### src/rtl/flow_ctrl_pkg.sv
// ----------------------------------------------------------------------------
// flow_ctrl_pkg
//
// Shared definitions for the rooth core pipeline flow controller.
//
// Contents:
//   FLOW_WIDTH    width of every per-stage flow code
//   flow_e        flow codes driven to the PC and inter-stage registers
//                 (WORK = advance, STOP = hold, REFRESH = load a bubble)
//   fc_state_e    flow controller sequencing states
//   CNT_WIDTH     width of the interrupt drain counter (DRAIN_CYCLES <= 15)
//   flow_set_t    the four flow codes bundled as one value
//   make_flows()  builds a flow_set_t from four codes
// ----------------------------------------------------------------------------
package flow_ctrl_pkg;

    localparam int FLOW_WIDTH = 2;
    localparam int CNT_WIDTH  = 4;

    typedef enum logic [FLOW_WIDTH-1:0] {
        FLOW_WORK    = 2'b00,
        FLOW_STOP    = 2'b01,
        FLOW_REFRESH = 2'b10
    } flow_e;

    typedef enum logic [1:0] {
        FC_RUN       = 2'b00,
        FC_DIV_WAIT  = 2'b01,
        FC_IRQ_DRAIN = 2'b10
    } fc_state_e;

    typedef struct packed {
        flow_e pc;
        flow_e de;
        flow_e ex;
        flow_e mem;
    } flow_set_t;

    function automatic flow_set_t make_flows(input flow_e pc, input flow_e de,
                                             input flow_e ex, input flow_e mem);
        flow_set_t f;
        f.pc  = pc;
        f.de  = de;
        f.ex  = ex;
        f.mem = mem;
        return f;
    endfunction

endpackage

### src/rtl/flow_ctrl.sv
// ----------------------------------------------------------------------------
// flow_ctrl
//
// Central pipeline flow controller. Produces the flow code (work / stop /
// refresh) for the PC and the IF/DE, DE/EX and EX/MEM registers, resolving
// load-use, jump, memory-stall, divide and interrupt events by fixed priority,
// and sequencing the divide-wait and interrupt-drain episodes.
//
// Parameters:
//   DRAIN_CYCLES  cycles EX/MEM keep retiring before interrupt entry (1..15)
//
// Ports:
//   clk           core clock
//   rst_n         asynchronous active-low reset
//   load_use_i    DE instruction sources rd of a load currently in EX
//   jump_i        EX resolved a taken branch/jump
//   mem_stall_i   data memory not ready
//   div_start_i   EX holds a divide needing the multi-cycle divider
//   div_done_i    divider result valid this cycle
//   irq_i         level interrupt request
//   flow_pc_o     flow code for the PC register
//   flow_de_o     flow code for IF/DE
//   flow_ex_o     flow code for DE/EX
//   flow_mem_o    flow code for EX/MEM
//   irq_ack_o     one-cycle pulse: PC loads the trap vector this cycle
//   stall_cnt_o   saturating count of cycles with flow_pc_o = STOP
// ----------------------------------------------------------------------------
module flow_ctrl
    import flow_ctrl_pkg::*;
#(
    parameter int DRAIN_CYCLES = 2
) (
    input  logic                  clk,
    input  logic                  rst_n,
    input  logic                  load_use_i,
    input  logic                  jump_i,
    input  logic                  mem_stall_i,
    input  logic                  div_start_i,
    input  logic                  div_done_i,
    input  logic                  irq_i,
    output logic [FLOW_WIDTH-1:0] flow_pc_o,
    output logic [FLOW_WIDTH-1:0] flow_de_o,
    output logic [FLOW_WIDTH-1:0] flow_ex_o,
    output logic [FLOW_WIDTH-1:0] flow_mem_o,
    output logic                  irq_ack_o,
    output logic [31:0]           stall_cnt_o
);

    localparam logic [CNT_WIDTH-1:0] DRAIN_LOAD = CNT_WIDTH'(DRAIN_CYCLES - 1);

    fc_state_e            state;
    fc_state_e            state_next;
    logic [CNT_WIDTH-1:0] cnt;
    logic [CNT_WIDTH-1:0] cnt_next;
    logic                 irq_pend;
    logic                 irq_pend_next;
    flow_set_t            flows;
    logic                 ack;

    always_ff @(posedge clk or negedge rst_n) begin
        if (!rst_n) begin
            state    <= FC_RUN;
            cnt      <= '0;
            irq_pend <= 1'b0;
        end else begin
            state    <= state_next;
            cnt      <= cnt_next;
            irq_pend <= irq_pend_next;
        end
    end

    always_comb begin
        state_next    = state;
        cnt_next      = cnt;
        irq_pend_next = irq_pend;
        flows         = make_flows(FLOW_WORK, FLOW_WORK, FLOW_WORK, FLOW_WORK);
        ack           = 1'b0;

        case (state)
            FC_RUN: begin
                if (irq_i || irq_pend) begin
                    // Older instructions in EX/MEM keep retiring; the younger
                    // ones in DE/EX are squashed since they restart after the trap.
                    state_next = FC_IRQ_DRAIN;
                    cnt_next   = DRAIN_LOAD;
                    flows      = make_flows(FLOW_STOP, FLOW_REFRESH, FLOW_REFRESH, FLOW_WORK);
                end else if (mem_stall_i) begin
                    flows = make_flows(FLOW_STOP, FLOW_STOP, FLOW_STOP, FLOW_STOP);
                end else if (jump_i) begin
                    // Jump beats load-use: the dependent DE instruction is flushed anyway.
                    flows = make_flows(FLOW_WORK, FLOW_REFRESH, FLOW_REFRESH, FLOW_WORK);
                end else if (div_start_i) begin
                    state_next = FC_DIV_WAIT;
                    flows      = make_flows(FLOW_STOP, FLOW_STOP, FLOW_STOP, FLOW_REFRESH);
                end else if (load_use_i) begin
                    flows = make_flows(FLOW_STOP, FLOW_STOP, FLOW_REFRESH, FLOW_WORK);
                end
            end

            FC_DIV_WAIT: begin
                // MEM only sees bubbles here, so a memory stall has nothing to hold.
                if (irq_i) begin
                    irq_pend_next = 1'b1;
                end
                if (div_done_i) begin
                    state_next = FC_RUN;
                end else begin
                    flows = make_flows(FLOW_STOP, FLOW_STOP, FLOW_STOP, FLOW_REFRESH);
                end
            end

            FC_IRQ_DRAIN: begin
                if (mem_stall_i) begin
                    flows = make_flows(FLOW_STOP, FLOW_STOP, FLOW_STOP, FLOW_STOP);
                end else if (cnt == '0) begin
                    ack           = 1'b1;
                    irq_pend_next = 1'b0;
                    state_next    = FC_RUN;
                    flows         = make_flows(FLOW_WORK, FLOW_REFRESH, FLOW_REFRESH, FLOW_WORK);
                end else begin
                    cnt_next = cnt - 1'b1;
                    flows    = make_flows(FLOW_STOP, FLOW_STOP, FLOW_STOP, FLOW_WORK);
                end
            end

            default: begin
                state_next = FC_RUN;
            end
        endcase
    end

    // Outputs are forced to WORK during reset so the pipeline registers
    // see a benign code regardless of what the inputs are doing.
    always_comb begin
        flow_pc_o  = FLOW_WORK;
        flow_de_o  = FLOW_WORK;
        flow_ex_o  = FLOW_WORK;
        flow_mem_o = FLOW_WORK;
        irq_ack_o  = 1'b0;
        if (rst_n) begin
            flow_pc_o  = flows.pc;
            flow_de_o  = flows.de;
            flow_ex_o  = flows.ex;
            flow_mem_o = flows.mem;
            irq_ack_o  = ack;
        end
    end

    always_ff @(posedge clk or negedge rst_n) begin
        if (!rst_n) begin
            stall_cnt_o <= '0;
        end else if ((flow_pc_o == FLOW_STOP) && (stall_cnt_o != 32'hFFFF_FFFF)) begin
            stall_cnt_o <= stall_cnt_o + 32'd1;
        end
    end

endmodule

### config.mk
export PLATFORM = sky130hd
export DESIGN_NAME = flow_ctrl
export DESIGN_NICKNAME = d
export VERILOG_FILES = /design/src/rtl/flow_ctrl_pkg.sv /design/src/rtl/flow_ctrl.sv
export SDC_FILE = /design/constraint.sdc
export NUM_CORES = 1
export LEC_CHECK = 0
export ABC_CLOCK_PERIOD_IN_PS = 4450
export BUFFER_PORTS_ARGS = -buffer_cell sky130_fd_sc_hd__clkbuf_2
export CAP_MARGIN = 10
export CORE_ASPECT_RATIO = 1.1
export CORE_MARGIN = 2
export CORE_UTILIZATION = 25
export CTS_CLUSTER_DIAMETER = 30
export DETAILED_ROUTE_END_ITERATION = 10
export PLACE_DENSITY = 0.4
export SYNTH_ARGS = -nofsm -noshare
export SYNTH_HDL_FRONTEND = slang
export SYNTH_SLANG_ARGS = --single-unit
### constraint.sdc
create_clock -name clk -period 4.45 [get_ports clk]
set_clock_uncertainty 0.2 [all_clocks]
set_input_delay 0.89 -clock clk [delete_from_list [all_inputs] [get_ports clk]]
set_output_delay 0.89 -clock clk [all_outputs]
set_load 0.02 [all_outputs]
# ---- After elaboration in Yosys (flattened, before gate mapping)
# Cells that the tools add are included.
dict set report word_totals {
  reg_bits 39
  in_bits 8
  output_inout_bits 41
  elab_cells 61
}
dict set report classes {
  addsub 2
  eq_ne 13
  n_mux 33
  reduce_logical 9
}
# operator n
set ops {}
lappend ops {{7-bit two-way mux} 8}
lappend ops {{32-bit by 1-bit adder with 32-bit output (second input constant)} 1}
lappend ops {{32-bit != test (second input constant)} 1}
lappend ops {{2-bit two-way mux} 11}
lappend ops {{7-bit case mux with 3 select lines} 1}
lappend ops {{4-bit two-way mux} 3}
lappend ops {{2-bit != test (second input constant)} 6}
lappend ops {{3-bit != test (second input constant)} 3}
lappend ops {{4-bit case mux with 2 select lines} 1}
lappend ops {{4-bit AND reduction} 2}
lappend ops {{1-bit two-way mux} 7}
lappend ops {{2-bit case mux with 3 select lines} 1}
lappend ops {{6-bit AND reduction} 1}
lappend ops {{2-bit by 1-bit == test with 1-bit output (second input constant)} 2}
lappend ops {{4-bit zero test} 1}
lappend ops {{2-bit nonzero test} 2}
lappend ops {{4-bit by 1-bit subtractor with 4-bit output (second input constant)} 1}
lappend ops {{2-bit == test (second input constant)} 1}
lappend ops {{2-bit zero test} 1}
lappend ops {{1-bit case mux with 2 select lines} 1}
lappend ops {{1-bit logical AND} 1}
lappend ops {{1-bit logical OR} 1}

# ---- Longest topological paths before layout
# Gate-level depths: netlist of run 1.
dict set report logic_depth {
  depth_word 9
  mapped_depth 8
  depth_no_buf 8
}

# ---- Worst setup path before layout of run 1
# No wires, ideal clock.
dict set report synth_path {
  kind {input -> output}
  start {input port mem_stall_i}
  end {output port flow_de_o[1]}
  arrival_time_ps 1903
  required_time_ps 3360
  setup_slack_ps 1457
  stages 4
  n_path_buf 0
  cell_sequence {or4_1 nand2_1 nand2_1 a21oi_1}
}
dict set report synth_between {
  elab_chain_cells 4
  word_cells_on_any_way 5
  cone_classes {5 x mux}
}
# item line
set synth_lines {}
lappend synth_lines {{start, declared} flow_ctrl.sv:37} ;# input logic mem_stall_i,
lappend synth_lines {{7-bit two-way mux} flow_ctrl.sv:87} ;# end else if (mem_stall_i) begin
lappend synth_lines {{7-bit two-way mux} flow_ctrl.sv:81} ;# if (irq_i || irq_pend) begin
lappend synth_lines {{7-bit case mux with 3 select lines (*)} flow_ctrl.sv:79} ;# case (state)
lappend synth_lines {{2-bit two-way mux (*)} flow_ctrl.sv:140} ;# if (rst_n) begin
lappend synth_lines {{end, declared} flow_ctrl.sv:42} ;# output logic [FLOW_WIDTH-1:0] flow_de_o,
# Mark *: on every way between the ends. The rest lies on a longest branch, timed or not.

# ---- Worst setup path in the final report of run 1
dict set report layout_path {
  start {register cnt[0]}
  end {output port flow_pc_o[0]}
}
dict set report layout_between {
  elab_chain_cells 5
}
# item line
set layout_lines {}
lappend layout_lines {{start, declared} flow_ctrl.sv:53} ;# logic [CNT_WIDTH-1:0] cnt;
lappend layout_lines {{start signal, assigned} flow_ctrl.sv:67} ;# cnt <= cnt_next;
lappend layout_lines {{4-bit zero test} flow_ctrl.sv:115} ;# end else if (cnt == '0) begin
lappend layout_lines {{7-bit two-way mux} flow_ctrl.sv:115}
lappend layout_lines {{7-bit two-way mux} flow_ctrl.sv:113} ;# if (mem_stall_i) begin
lappend layout_lines {{7-bit case mux with 3 select lines} flow_ctrl.sv:79}
lappend layout_lines {{2-bit two-way mux} flow_ctrl.sv:140}
lappend layout_lines {{end, declared} flow_ctrl.sv:41} ;# output logic [FLOW_WIDTH-1:0] flow_pc_o,
# No other way between the ends.

==> metrics.cfg, run 1 <==
[yosys]
syn_inst = 223
synth_area_per_cell_sq_um = 9.72
synth_top_family_by_area = simple AND/OR/NAND/NOR gates
synth-simple-area-share = 0.273
ys_ff_latch = 39
synth_top_area_share = 0.450
ys.flop_type = dfrtp_1
synthArstFlopShare = 1.00
syn-num-nets = 234
ys_warn_count = 0
synth.mux.area_fraction = 0.00982
synth_edf_count = 0
ys_types = 48
synthAdderAreaFrac = 0.0173
synth_top_area_cell = dfrtp_1
syn-cell-area_sq_um = 2170
yosysSeqAreaShare = 0.450
synth_xor_area_frac = 0.117
synth.area.top_cells = dfrtp_1 45%, xor2_1 6.9%, xnor2_1 4.8%
synth-compound-area-share = 0.103

[timing]
setup_tns_ns = 0
relSlewSlack = 0.556
fmax_ghz = 0.292
min_period_over_period = 0.770
worstMarginPinSlew_ns = 0.661
drv_slew = 0
grt_setup_unrepaired = false
fin_crit_ns = 3.43
setup_viol_count_final = 0
hold_violations = 0

[clock_network]
clockRootBuffer = clkbuf_8
cts_buffer_depth = 2
cts_buffers = 5
cts_hold_buf = 0
cts-resized-gates = 0
path_clk_slew_ns = 0.07
clock-sinks = 39
cts_setup_buffers = 0
cts_tree = yes
cts-htree-levels = 2
clk_latency_ns = 0.30

[floorplanning]
die_w_um = 92.8
initial_utilization = 0.258
core_sq_um = 8410
die-area_sq_um = 9430
rows = 35
fp.dieH_um = 102
io_pins = 49

[pwr]
cellLeakagePower_nw = 1.22
irDropWorstVdd_uv = 149
p_per_area_nw_per_um2 = 462

[routing]
drt-initial-drc-count = 39
drcViolationCount = 0
via_count = 1826
drt-total-wl_um = 5700
wl_per_cell_um = 14.8
via_per_inst = 4.74
drt_pass1_iterations = 4
drt.antenna.violating_nets = 0

[place]
numPortBuffers = 47
placed_area_sq_um = 2530
dp_hpwl_um = 4330
place.gp.congestion = 0.788

[cells_and_area]
area_delta_synth_final_pct = 23.2
n_antenna_cell = 0
design_area_sq_um = 2670
final_common_cell = clkbuf_2
final_cell_mix = 47 x clkbuf_2, 39 x dfrtp_1, 22 x nand2_1, 17 x xor2_1
final_nets = 284
drive_gt1_frac = 0.245

[worst_setup_path]
slowest_delay_ns = 0.53
cp_cell_sequence = inv_1 > ha_1 > nor4b_1 > nor3b_1 > o21ai_1 > buf_4 > inv_1 > clkbuf_2
crit_type = reg -> out
rr_startpoint = cnt[0]
cp_max_fo = 15
r2r_cells = 9
timing.critical_path.slowest_stage_cell = nor3b_1
worstPathArrival_ns = 2.34
end_kind = output port
r2r_setup_slack_ns = 1.75
crit_required_ns = 3.36
r2r_end = stall_cnt_o[1]
cp_top_family = simple AND/OR/NAND/NOR gates
worst_setup_path_start_kind = register
critPathBufInv = 4
cpMostUsedCell = inv_1

[global_route]
overflow = 0
grt_pass1_wl_um = 9560
grt_max_degree = 22
antenna_found_initial = 0
grt_usage = 0.129
grt_pass1_vias = 1832

[min_path]
hold_path_class = in -> async

[status]
status = finished, final reports clean

[job]
drv_cap = 0

[synth_stat cells, drive strengths merged, types with 2 or more instances]
cell type,number
nor2,5
clkbuf,5
buf,2
nand4,8
a31oi,2
inv,8
nor4,7
a21oi,11
nand3b,2
o21ai,8
dfrtp,39
o21a,4
nor3,14
nand2,22
nor3b,2
xnor2,12
o311ai,2
xor2,17
or3,2
and4,3
nor2b,4
nor4b,2
and3,9
o21bai,2
nand3,12
ha,3
[worst reg2reg max path, cell delays in order (launching register included)]
cell	delay (ns)
dfrtp_1	0.38
inv_1	0.07
ha_1	0.22
nor4b_1	0.16
nor3b_1	0.53
o21ai_1	0.15
buf_4	0.22
inv_1	0.13
o21ai_0	0.22
mux2_2	0.33
[flip-flops by register name, indices dropped and copies added, names as in the netlist]
register	count
stall_cnt_o	32
cnt	4
state	2
irq_pend	1
[power breakdown]
group | leakage, nW | internal [mW] | total [mW] | switching [mW]
Sequential | 0.493 | 0.416 | 0.501 | 0.0847
Clock | 0.0644 | 0.224 | 0.360 | 0.136
Combinational | 0.658 | 0.147 | 0.373 | 0.226
[cell families (layout without fill, tap and decap cells)]
logic type	Yosys count	in the layout
flip-flops	39	39
multiplexers	2	2
buffers and inverters	15	66
AND/OR/NAND/NOR	100	100
other	1	1
AO/OA/AOI/OAI	34	34
adder cells (fa/ha/maj)	3	3
XOR/XNOR	29	29
[per-layer routing]
metal,GRT usage,up-vias,share of wire
li1,-,902,-
met1,0.169,875,0.46
met2,0.212,41,0.48
met3,0.0260,8,0.045
met4,0.0452,0,0.017
met5,0,-,0
[metrics by stage]
stage	std cells	hold WS, ns	util	setup WS (ns)	power [mW]
finish	385	0.248	0.317	1.02	1.23
global route	385	0.253	0.317	0.814	1.32
CTS	385	0.250	0.317	1.01	1.25
detailed placement	377	0.294	0.301	1.07	0.889
global placement	377	0.292	0.301	1.11	0.887
floorplan	223	0.300	-	1.46	0.751
[area by class of cell]
type                       count  area, sq um
sequential                    39          976
fill                         913         5740
timing repair buffer          50          258
multi-input combinational    169         1130
clock buffer                   5         68.8
inverter                       8         30.0
tap                          111          139
clock inverter                 3         67.6
[worst max path at each step]
stage / from / cells past startpoint / end / slack, ns
2_1_floorplan: mem_stall_i / 4 / flow_de_o[1] / 1.46
3_3_place_gp: mem_stall_i / 7 / flow_pc_o[0] / 1.11
3_5_place_dp: mem_stall_i / 7 / flow_pc_o[0] / 1.07
4_1_cts: cnt[0] / 8 / flow_pc_o[0] / 1.01
5_1_grt: cnt[0] / 8 / flow_pc_o[0] / 0.81
6_report: cnt[0] / 8 / flow_pc_o[0] / 1.02
No activity file was read; power rests on OpenSTA's default activity.
==> run 2: changes to the inputs <==
ABC_CLOCK_PERIOD_IN_PS = 3600   (was 4450)
clock period = 3.6 ns   (was 4.45 ns; I/O delays follow)
==> run 2 against run 1 <==
Effect of this change: clock power rose by 21%; total power rose by 23%; non-clock buffer count fell by 1; flip-flop and latch count did not move; first-iteration DRC count rose by 87%; count of clock-buffer cells in the layout rose by 1; via count rose by 0.44%; cell area fell by 0.42%; worst hold slack got worse by 0.13 ns.
==> metrics.cfg, run 2 (synthesis results as in run 1) <==
[status]
status = finished, final reports clean

[floorplanning]
core_sq_um = 8410
rows = 35
die_w_um = 92.8
die-area_sq_um = 9430
initial_utilization = 0.258
io_pins = 49
fp.dieH_um = 102

[worst_setup_path]
crit_type = reg -> out
end_kind = output port
rr_startpoint = cnt[0]
worstPathArrival_ns = 2.17
crit_start = cnt[0]
r2r_cells = 7
worst_setup_path_start_kind = register
r2r_setup_slack_ns = 0.95
crit_required_ns = 2.68
cp_max_fo = 6
r2r_end = stall_cnt_o[12]

[cells_and_area]
stdcell_count = 384
design_area_sq_um = 2660
drive_gt1_frac = 0.238
num-fill-cells = 934
ff_latch_area_sq_um = 976
final_cell_mix = 47 x clkbuf_2, 39 x dfrtp_1, 22 x nand2_1, 17 x xor2_1
final_nets = 283
reg_top3 = stall_cnt_o x32, cnt x4, state x2
largest_reg_flops = 32
max_flop_register = stall_cnt_o
n_antenna_cell = 0
final_common_cell = clkbuf_2
multi_input_area_sq_um = 1130
area_delta_synth_final_pct = 22.6

[timing]
drv_slew = 0
worstMarginPinSlew_ns = 0.666
fmax_ghz = 0.323
hold_violations = 0
min_period_over_period = 0.860
setup_viol_count_final = 0
grt_setup_unrepaired = false
relSlewSlack = 0.553
fin_crit_ns = 3.09
setup_tns_ns = 0
setup_slack_ns = 0.506

[routing]
drt-total-wl_um = 5680
drt.antenna.violating_nets = 0
drt-initial-drc-count = 73
via_count = 1834
drcViolationCount = 0
wl_per_cell_um = 14.8
drt_pass1_iterations = 4
via_per_inst = 4.78

[global_route]
grt_pass1_vias = 1879
grt_pass1_wl_um = 9510
grt_max_degree = 31
grt_usage = 0.128
overflow = 0
antenna_found_initial = 0

[clock_network]
clk_latency_ns = 0.30
cts-resized-gates = 0
cts_buffer_depth = 2
path_clk_slew_ns = 0.08
clock-sinks = 39
cts_buffers = 5
cts-htree-levels = 2
cts_tree = yes
clockRootBuffer = clkbuf_8
cts_hold_buf = 0
cts_setup_buffers = 0

[job]
drv_cap = 0

[pwr]
power.internal_mw = 0.972
cellLeakagePower_nw = 1.21
swShare = 0.358
clockPowerShare = 0.289
p_seq_frac = 0.408
finalPower_mw = 1.51
p_per_area_nw_per_um2 = 570
comb_power_share = 0.303
irDropWorstVdd_uv = 224
p_sw_mw = 0.543

[place]
dp_hpwl_um = 4250
place.gp.congestion = 0.801
numPortBuffers = 47
place_inst = 376
placed_area_sq_um = 2520
dp_slack_ns = 0.716

[min_path]
hold_path_class = in -> async

run 2: per-stage QoR:
| step | utilization | hold WS [ns] |
|---|---|---|
| after floorplan | - | 0.224 |
| after global placement | 0.300 | 0.294 |
| after detailed placement | 0.300 | 0.296 |
| after CTS | 0.316 | 0.123 |
| after global routing | 0.316 | 0.138 |
| final | 0.316 | 0.122 |
run 2: power by group through the flow:
stage	Sequential (mW)	Clock (mW)	Combinational, mW
6_report	0.618	0.437	0.459
5_1_grt	0.635	0.469	0.515
3_5_place_dp	0.628	0	0.464
2_1_floorplan	0.656	0	0.272
4_1_cts	0.619	0.450	0.466
3_3_place_gp	0.629	0	0.462
run 2: final cells by class:
cell class | instances | area share
Sequential cell | 39 | 0.367
Clock inverter | 2 | 0.0226
Multi-Input combinational cell | 169 | 0.425
Timing Repair Buffer | 49 | 0.0942
Clock buffer | 6 | 0.0273
Inverter | 8 | 0.0113
Tap cell | 111 | 0.0523
run 2: how the worst max path moves through the flow:
stage / endpoint / slack (ns) / cells after the start
after global placement: flow_pc_o[0] / 0.72 / 6
final: flow_pc_o[0] / 0.51 / 7
after global routing: flow_pc_o[0] / 0.24 / 7
after CTS: flow_pc_o[0] / 0.51 / 7
after floorplan: flow_de_o[1] / 0.95 / 4
after detailed placement: flow_pc_o[0] / 0.72 / 6
run 2: per-layer routing:
metal	vias up	global-route usage	routed length, um
met3	6	0.0290	301
li1	901	-	-
met5	-	0	0
met4	0	0.0441	74
met2	47	0.215	2740
met1	880	0.164	2570
run 2: worst max-delay path: stages, from the launching register on:
cell	delay (ns)
dfrtp_1	0.38
inv_1	0.07
ha_1	0.21
nor4b_1	0.16
nor3b_1	0.52
o21ai_1	0.19
inv_1	0.15
clkbuf_2	0.19
